==> config.mk <==
export PLATFORM = sky130hd
export DESIGN_NAME = lr35902_oam_banked
export DESIGN_NICKNAME = d
export VERILOG_FILES = /design/src/rtl/lr35902_oam_pkg.sv /design/src/rtl/lr35902_oam_lane.sv /design/src/rtl/lr35902_oam_banked.sv
export SDC_FILE = /design/constraint.sdc
export NUM_CORES = 2
export LEC_CHECK = 0
export BUFFER_PORTS_ARGS = -buffer_cell sky130_fd_sc_hd__buf_4
export CORE_UTILIZATION = 40
export CTS_CLUSTER_SIZE = 28
export DETAILED_ROUTE_END_ITERATION = 8
export SETUP_SLACK_MARGIN = 0.5
export SYNTH_ARGS = -nofsm -noshare
export SYNTH_HDL_FRONTEND = slang
export SYNTH_SLANG_ARGS = --single-unit
==> constraint.sdc <==
create_clock -name clk -period 10.9 [get_ports clk]
set_input_delay 1.09 -clock clk [delete_from_list [all_inputs] [get_ports clk]]
set_output_delay 1.09 -clock clk [all_outputs]
set_load 0.05 [all_outputs]
==> src/rtl/lr35902_oam_pkg.sv <==
// Shared OAM geometry, read fill value and write-source encoding for the banked OAM store.
package lr35902_oam_pkg;

    localparam int         OAM_ENTRIES         = 40;
    localparam int         OAM_BYTES_PER_ENTRY = 4;
    localparam int         OAM_LANES           = 2;
    localparam logic [7:0] OAM_FILL_READ       = 8'hFF;

    function automatic int oam_words(input int entries, input int bpe, input int lanes);
        return (entries * bpe) / lanes;
    endfunction

    function automatic int oam_wadr_w(input int entries, input int bpe, input int lanes);
        return $clog2(oam_words(entries, bpe, lanes));
    endfunction

    typedef enum logic [1:0] {
        WSRC_NONE,
        WSRC_CLEAR,
        WSRC_DMA,
        WSRC_CPU
    } oam_wsrc_t;

endpackage

==> src/rtl/lr35902_oam_lane.sv <==
// One OAM byte bank: single write port, two registered read ports (CPU, PPU), read-first.
// Read data updates one cycle after its read strobe and holds otherwise.
module lr35902_oam_lane
    import lr35902_oam_pkg::*;
#(
    parameter int WORDS  = 80,
    parameter int WADR_W = 7
) (
    input  logic              clk,
    input  logic              we,
    input  logic [WADR_W-1:0] wadr,
    input  logic [7:0]        wdat,
    input  logic              a_rd,
    input  logic [WADR_W-1:0] a_adr,
    output logic [7:0]        a_dat,
    input  logic              b_rd,
    input  logic [WADR_W-1:0] b_adr,
    output logic [7:0]        b_dat
);

    logic [7:0] mem [WORDS];

    // Non-blocking update gives the old word to a same-cycle read.
    always_ff @(posedge clk) begin
        if (we)   mem[wadr] <= wdat;
        if (a_rd) a_dat     <= mem[a_adr];
        if (b_rd) b_dat     <= mem[b_adr];
    end

endmodule

==> src/rtl/lr35902_oam_banked.sv <==
// Banked OAM store: CPU byte port, DMA write port, LANES-wide PPU fetch, post-reset clear sweep.
// Reads return one cycle after the strobe; write priority sweep > DMA > CPU, losers are dropped.
module lr35902_oam_banked
    import lr35902_oam_pkg::*;
#(
    parameter int ENTRIES         = OAM_ENTRIES,
    parameter int BYTES_PER_ENTRY = OAM_BYTES_PER_ENTRY,
    parameter int LANES           = OAM_LANES,
    parameter int ADR_W           = 8,
    localparam int BYTES  = ENTRIES * BYTES_PER_ENTRY,
    localparam int WORDS  = oam_words(ENTRIES, BYTES_PER_ENTRY, LANES),
    localparam int WADR_W = oam_wadr_w(ENTRIES, BYTES_PER_ENTRY, LANES)
) (
    input  logic               clk,
    input  logic               reset,
    input  logic [ADR_W-1:0]   cpu_adr,
    input  logic [7:0]         cpu_din,
    input  logic               cpu_rd,
    input  logic               cpu_wr,
    output logic [7:0]         cpu_dout,
    input  logic               lock,
    input  logic [ADR_W-1:0]   dma_adr,
    input  logic [7:0]         dma_din,
    input  logic               dma_wr,
    input  logic [WADR_W-1:0]  ppu_adr,
    input  logic               ppu_rd,
    output logic [8*LANES-1:0] ppu_dout,
    output logic               busy
);

    localparam int LANE_SH = $clog2(LANES);
    localparam int LSEL_W  = (LANES > 1) ? $clog2(LANES) : 1;

    logic              busy_q;
    logic [WADR_W-1:0] clr_cnt;
    logic              cpu_wr_q;
    logic              cpu_fill;
    logic [LSEL_W-1:0] cpu_sel;
    logic              ppu_zero;
    logic              ppu_oob;

    logic              cpu_in, dma_in, ppu_in;
    logic              dma_ok, cpu_commit;
    logic [WADR_W-1:0] cpu_word, dma_word;
    logic [LSEL_W-1:0] cpu_lane, dma_lane;

    oam_wsrc_t         wsrc;
    logic [WADR_W-1:0] wr_word;
    logic [LSEL_W-1:0] wr_lane;
    logic [7:0]        wr_dat;

    logic [7:0]         cpu_lane_dat [LANES];
    logic [7:0]         ppu_lane_dat [LANES];
    logic [8*LANES-1:0] ppu_word;

    // Range checks at full address width: nothing above BYTES aliases back into OAM.
    assign cpu_in = 32'(cpu_adr) < BYTES;
    assign dma_in = 32'(dma_adr) < BYTES;
    assign ppu_in = 32'(ppu_adr) < WORDS;

    assign cpu_word = WADR_W'(cpu_adr >> LANE_SH);
    assign dma_word = WADR_W'(dma_adr >> LANE_SH);
    assign cpu_lane = LSEL_W'(32'(cpu_adr) % LANES);
    assign dma_lane = LSEL_W'(32'(dma_adr) % LANES);

    assign dma_ok     = dma_wr && dma_in;
    assign cpu_commit = cpu_wr_q && !cpu_wr && !lock && cpu_in;

    always_comb begin
        wsrc    = WSRC_NONE;
        wr_word = '0;
        wr_lane = '0;
        wr_dat  = '0;
        if (reset) begin
            wsrc = WSRC_NONE;
        end else if (busy_q) begin
            wsrc    = WSRC_CLEAR;
            wr_word = clr_cnt;
        end else if (dma_ok) begin
            wsrc    = WSRC_DMA;
            wr_word = dma_word;
            wr_lane = dma_lane;
            wr_dat  = dma_din;
        end else if (cpu_commit) begin
            wsrc    = WSRC_CPU;
            wr_word = cpu_word;
            wr_lane = cpu_lane;
            wr_dat  = cpu_din;
        end
    end

    always_ff @(posedge clk) begin
        if (reset) begin
            busy_q   <= 1'b1;
            clr_cnt  <= '0;
            cpu_wr_q <= 1'b0;
            cpu_fill <= 1'b1;
            cpu_sel  <= '0;
            ppu_zero <= 1'b1;
            ppu_oob  <= 1'b0;
        end else begin
            cpu_wr_q <= cpu_wr;
            if (busy_q) begin
                clr_cnt <= clr_cnt + WADR_W'(1);
                if (clr_cnt == WADR_W'(WORDS - 1)) busy_q <= 1'b0;
            end
            if (cpu_rd) begin
                cpu_fill <= lock || busy_q || !cpu_in;
                cpu_sel  <= cpu_lane;
            end
            if (ppu_rd) begin
                ppu_zero <= 1'b0;
                ppu_oob  <= !ppu_in;
            end
        end
    end

    for (genvar i = 0; i < LANES; i++) begin : g_lane
        logic lane_we;
        assign lane_we = (wsrc == WSRC_CLEAR) ||
                         (((wsrc == WSRC_DMA) || (wsrc == WSRC_CPU)) && (wr_lane == LSEL_W'(i)));

        lr35902_oam_lane #(
            .WORDS  (WORDS),
            .WADR_W (WADR_W)
        ) u_lane (
            .clk   (clk),
            .we    (lane_we),
            .wadr  (wr_word),
            .wdat  (wr_dat),
            .a_rd  (cpu_rd && cpu_in && !reset),
            .a_adr (cpu_word),
            .a_dat (cpu_lane_dat[i]),
            .b_rd  (ppu_rd && ppu_in && !reset),
            .b_adr (ppu_adr),
            .b_dat (ppu_lane_dat[i])
        );

        assign ppu_word[8*i +: 8] = ppu_lane_dat[i];
    end

    assign cpu_dout = cpu_fill ? OAM_FILL_READ : cpu_lane_dat[cpu_sel];
    assign ppu_dout = ppu_zero ? '0 : (ppu_oob ? '1 : ppu_word);
    assign busy     = busy_q;

endmodule

**Word level (Yosys, flattened, before mapping)**

Memory sizes are Yosys's and may differ from the RTL's. A register that Yosys moved wholly into a read port is not among the register bits.
Cells that the tools add are included.

- Input bits: 46
- Memory bits (writable): 1,280
- Output and inout bits: 25
- Register bits after elaboration: 13
- Memories: 2

Memory list:

| name | words | bits a word | read ports | clocked after memory_dff | write ports | line | text |
|---|---|---|---|---|---|---|---|
| g_lane[0].u_lane.mem | 80 | 8 | 2 | 2 | 1 | lr35902_oam_lane.sv:21 | `logic [7:0] mem [WORDS];` |
| g_lane[1].u_lane.mem | 80 | 8 | 2 | 2 | 1 | lr35902_oam_lane.sv:21 |  |

- Reductions and logical operators: 20
- Multiplexer cells: 28
- Equality and inequality tests: 4
- Order comparisons: 4
- Add/sub/neg operators: 1
- Bitwise operators: 2

Operator list:

| kind | count |
|---|---|
| $mux 8 | 8 |
| $mux 16 | 2 |
| $mux 7 | 4 |
| $lt 8x8->1 const B | 2 |
| $logic_and 1x1->1 | 10 |
| $mux 1 | 10 |
| $mux 2 | 4 |
| $add 7x1->7 const B | 1 |
| $eq 7x7->1 const B | 1 |
| $lt 7x7->1 const B | 1 |
| $logic_not 1->1 | 5 |
| $logic_or 1x1->1 | 5 |
| $eq 2x2->1 const B | 2 |
| $eq 2x1->1 const B | 1 |
| $ge 2x2->1 const B | 1 |
| $not 1->2 | 1 |
| $not 1->1 | 1 |

**Depth between registers and ports, before layout**

- Word-level depth: 14
- Depth in mapped cells: 10

**By module**

A second synthesis with hierarchy kept.

- Cells, all modules: 3,131
- Area, all modules: 61,896.9 um^2

Modules (own cells, without submodules):

| module | instances | area an instance (um^2) | cells each | sequential area each (um^2) |
|---|---|---|---|---|
| lr35902_oam_lane | 2 | 30,286.5 | 1,470 | 19,698.9 |
| lr35902_oam_banked | 1 | 1,323.8 | 191 | 260.2 |

**Worst setup path before layout**

OpenSTA, ideal clock, no wires.

- Path type: input-to-reg
- Start: input cpu_wr
- End: memory g_lane[0].u_lane.mem[0][0], data pin
- Stages: 4
- Buffers on the path: 0
- Data arrival time: 5,865 ps
- Slack: 4,089 ps
- Cells stage by stage: or3b_4 nor3_1 a22oi_1 nor2_1

- Word-level cells in the longest chain between the ends: 8

RTL lines:

| item | line | text |
|---|---|---|
| start: declaration | lr35902_oam_banked.sv:19 | `input logic cpu_wr,` |
| $logic_not 1->1 | lr35902_oam_banked.sv:67 | `assign cpu_commit = cpu_wr_q && !cpu_wr && !lock && cpu_in;` |
| $logic_and 1x1->1 (3 in series) | lr35902_oam_banked.sv:67 |  |
| $mux 8 | lr35902_oam_banked.sv:84 | `end else if (cpu_commit) begin` |
| $mux 8 | lr35902_oam_banked.sv:79 | `end else if (dma_ok) begin` |
| $mux 8 | lr35902_oam_banked.sv:76 | `end else if (busy_q) begin` |
| $mux 8 | lr35902_oam_banked.sv:74 | `if (reset) begin` |
| via g_lane[0].u_lane.wdat[0] | lr35902_oam_lane.sv:12 | `input logic [7:0] wdat,` |
| end: declaration | lr35902_oam_lane.sv:21 |  |

The timed path passes the listed nets, and every way through them passes these cells.

**Final worst setup path**

- Start: input cpu_wr
- End: memory g_lane[1].u_lane.mem[79][5], enable pin

- Word-level cells in the longest chain between the ends: 14
- Elaborated cells on any way between the ends: 24
- Classes of those cells: eq/ne (3); mux (14); reduce/logical (7)

RTL lines:

| item | line | text |
|---|---|---|
| $logic_not 1->1 * | lr35902_oam_banked.sv:67 |  |
| $logic_and 1x1->1 * (3 in series) | lr35902_oam_banked.sv:67 |  |
| $mux 2 | lr35902_oam_banked.sv:84 |  |
| $mux 2 | lr35902_oam_banked.sv:79 |  |
| $mux 2 | lr35902_oam_banked.sv:76 |  |
| $mux 2 | lr35902_oam_banked.sv:74 |  |
| $eq 2x2->1 | lr35902_oam_banked.sv:121 | `(((wsrc == WSRC_DMA) \|\| (wsrc == WSRC_CPU)) && (wr_lane == LSEL_W'(i)));` |
| $logic_or 1x1->1 | lr35902_oam_banked.sv:121 |  |
| $logic_and 1x1->1 | lr35902_oam_banked.sv:121 |  |
| $logic_or 1x1->1 | lr35902_oam_banked.sv:120 | `assign lane_we = (wsrc == WSRC_CLEAR) \|\|` |
| $mux 1 | lr35902_oam_lane.sv:25 | `if (we) mem[wadr] <= wdat;` |
| $mux 1 (not written as such) | lr35902_oam_lane.sv:25 |  |
| end: declaration | lr35902_oam_lane.sv:21 |  |

Mark *: on every way between the ends. The rest lies on a longest branch, timed or not.

==> summary.txt <==
Clocking
  – Setup bufs post-CTS: 0
  – Maximum level of the CTS H-tree: 4
  – Clock Path Buffers: 3
  – Cts repair resizes: 0
  – TritonCTS clock tree: yes
  – Hold-fix buffers, CTS: 0
  – Skew-Pair Late Insertion Delay: 0.79 ns
  – CTS Buf Count: 137
  – Root buffer cell: clkbuf_16
  – CTS Sinks: 1325
  – Clock-pin slew on the worst setup and hold paths: 0.06 ns

Timing
  – Slew HR: 6.704%
  – Hold Vio Cnt, Final: 0
  – Final min period: 4.647 ns
  – RSZ-0062 raised after global routing: no
  – Ratio of final minimum period to clock period: 42.63%
  – Hold WS: 0.5123 ns
  – Worst clock skew: 0.03747 ns
  – Final setup vio count: 0
  – Setup WS post-layout: 6.253 ns
  – Max-slew violation count: 0
  – Setup TNS Final: 0 ns
  – Max Fclk: 0.2152 GHz
  – Slew of the pin with the lowest slew margin: 1.389 ns

Yosys
  – Yosys cell types: 69
  – Post-Syn Area per Cell: 18.57 um2
  – EDFF count, synth: 1312
  – Ys async rst share: 0%
  – Post-synthesis register bit count: 1325
  – Commonest register cell after synthesis: edfxtp_1
  – Mapped Nets: 3407
  – Mapped cell area: 62400 um2
  – YS warnings: 0
  – Syn Inst Count: 3360
  – Register area share after synthesis: 63.55%

Final layout
  – Area Growth Syn to Fin: 12.46%
  – Layout cells sized above 1: 31.97%
  – Filler cell count: 12977
  – Final design utilization: 45.45%
  – NumNets Final: 3504

Die
  – Starting Density: 40.41%
  – DIE AREA: 157600 um2
  – Core area: 154400 um2
  – Die W: 397.0 um
  – Ports: 71
  – Row count: 144
  – Die Y-Extent: 397.0 um

Worst setup path
  – Crit path max-delay cell type: nor3_1
  – R2R Setup Slk: 6.37 ns
  – Startpoint types: input pin
  – Worst path cell trace: buf_4 -> nor3b_1 -> o2111ai_1 -> a21oi_2 -> nand4_2 -> nor3_1
  – Max stage delay on crit path: 1.30 ns
  – Endpoint class of the critical path: flip-flop
  – Critical Path Fanout Max: 10
  – Crit path DAT: 5.03 ns
  – Crit Path Class: input pin to flip-flop
  – Worst endpoint required time: 11.28 ns

Routing
  – Antenna-violating nets left: 0
  – Average wire per standard cell: 34.40 um
  – Via count: 36061
  – DR iter-0 viols: 5120
  – DRT Pass-1 Iters: 9
  – Via density: 6.426
  – Final routed DRC violation total: 22
  – WL final: 193000 um

Pwr
  – Maximum vdd drop: 0.0001808 V
  – Power Total: 10870 uW
  – Power Dens Cells: 154.9 nW/um2
  – Leak: 0.02509 uW

Global route
  – Vias in the first global route: 35792
  – Gr ovfl total: 0
  – First-pass GRT wire length: 273100 um
  – Initial antenna violation count: 5
  – Largest net degree at the start of global routing: 137
  – Global Route Usage Sum: 24.49%

Run status
  – Run status: complete, but fails checks
  – Violated checks: design-rule violations

Place
  – Placer's final routability congestion estimate: 0.9224
  – Hpwl dp: 124300 um
  – Post-Place Setup Slack: 5.580 ns
  – # port buffers: 70

Job
  – Number of max-cap violations: 0

Hold path
  – Worst hold path class: flip-flop to flip-flop
-- cell usage after synthesis, types with 18 or more instances --
master | n | area, um2
buf_4 | 22 | 165.2
a221oi_1 | 38 | 332.8
a22o_1 | 18 | 157.7
mux2i_1 | 197 | 1972
nor2_1 | 161 | 604.3
mux2_2 | 47 | 529.3
buf_1 | 28 | 105.1
a22oi_1 | 50 | 375.4
clkbuf_1 | 115 | 431.7
mux4_2 | 607 | 13670
nor3_1 | 102 | 510.5
edfxtp_1 | 1312 | 39400
a31oi_1 | 56 | 350.3
nand3_1 | 31 | 155.2
o211ai_1 | 29 | 217.7
o21ai_0 | 20 | 100.1
buf_2 | 93 | 465.5
nand2_1 | 169 | 634.4
nor2b_1 | 21 | 131.4
a21oi_1 | 31 | 155.2
-- per-stage QoR --
| stage | instance area (um2) | cells |
|---|---|---|
| floorplan | 62400 | 3360 |
| finish | 70170 | 5612 |
| global route | 70170 | 5610 |
| global placement | 65690 | 5361 |
| detailed placement | 65690 | 5361 |
| CTS | 70160 | 5609 |
-- placed cells by master, fill, tap and decap left out, types with 31 or more instances in the layout --
cell type     n
edfxtp_1   1312
mux4_2      607
buf_4       208
mux2i_1     197
nand2_1     169
nor2_1      152
clkbuf_16   146
nor3_1       77
a31oi_1      56
a22oi_1      50
mux2_2       47
a221oi_1     38
clkbuf_1     34
nand3_1      31
a21oi_1      31
-- final timing paths --
path              start                           to  depth (start not counted)
min          clr_cnt[6]                   clr_cnt[6]                          2
min reg2reg  clr_cnt[6]                   clr_cnt[6]                          2
max              cpu_wr  g_lane[1].u_lane.mem[79][5]                          6
max reg2reg    cpu_wr_q  g_lane[1].u_lane.mem[79][5]                          5
-- sequential cells by signal, summed over array words and instances, names as in the netlist, 7 cells and up --
register / cells
g_lane.u_lane.mem: 1280
g_lane.u_lane.a_dat: 16
g_lane.u_lane.b_dat: 16
clr_cnt: 7
-- worst max-delay path, delay by kind of cell --
kind	cells	cell delay [ns]
buffers and inverters	1	0.12
AOI/OAI and AO/OA	2	0.91
and+or+nand+nor	3	2.88
-- cell type report --
| cell class | count | area [um2] | area share [%] |
|---|---|---|---|
| sequential | 1325 | 39660 | 56.51 |
| multi-input combinational | 1761 | 21680 | 30.90 |
| tap | 2044 | 2557 | 3.644 |
| clock inverter | 66 | 663.1 | 0.9450 |
| timing repair buffer | 220 | 1754 | 2.500 |
| inverter | 12 | 45.04 | 0.06419 |
| clock buffer | 182 | 3809 | 5.427 |
| antenna | 2 | 5.005 | 0.007132 |
-- report_power, final --
group / internal (uW) / switching, uW
logic: 199 / 389
clock network: 2740 / 1990
registers: 5540 / 14.8
total: 8480 / 2390
-- cell families (layout without fill, tap and decap cells) --
logic type	count (synthesis)	in the layout	share of synthesized area, %
buffers and inverters	274	480	2.015
adders and majority gates	1	1	0.02005
DFF	1325	1325	63.55
other	0	2	0
xor gates and xnor gates	4	4	0.05615
muxes	851	851	25.92
AOI/OAI and AO/OA	354	354	4.321
and+or+nand+nor	551	551	4.117
-- layer usage --
| metal | global-route usage (%) | up-vias | part of all wire [%] |
|---|---|---|---|
| li1 | - | 14541 | - |
| met1 | 34.31 | 19108 | 40 |
| met2 | 36.79 | 2073 | 45 |
| met3 | 6.103 | 333 | 10 |
| met4 | 9.597 | 6 | 4.1 |
| met5 | 0 | - | 0.020 |
Power figures use the tool's default switching activity.
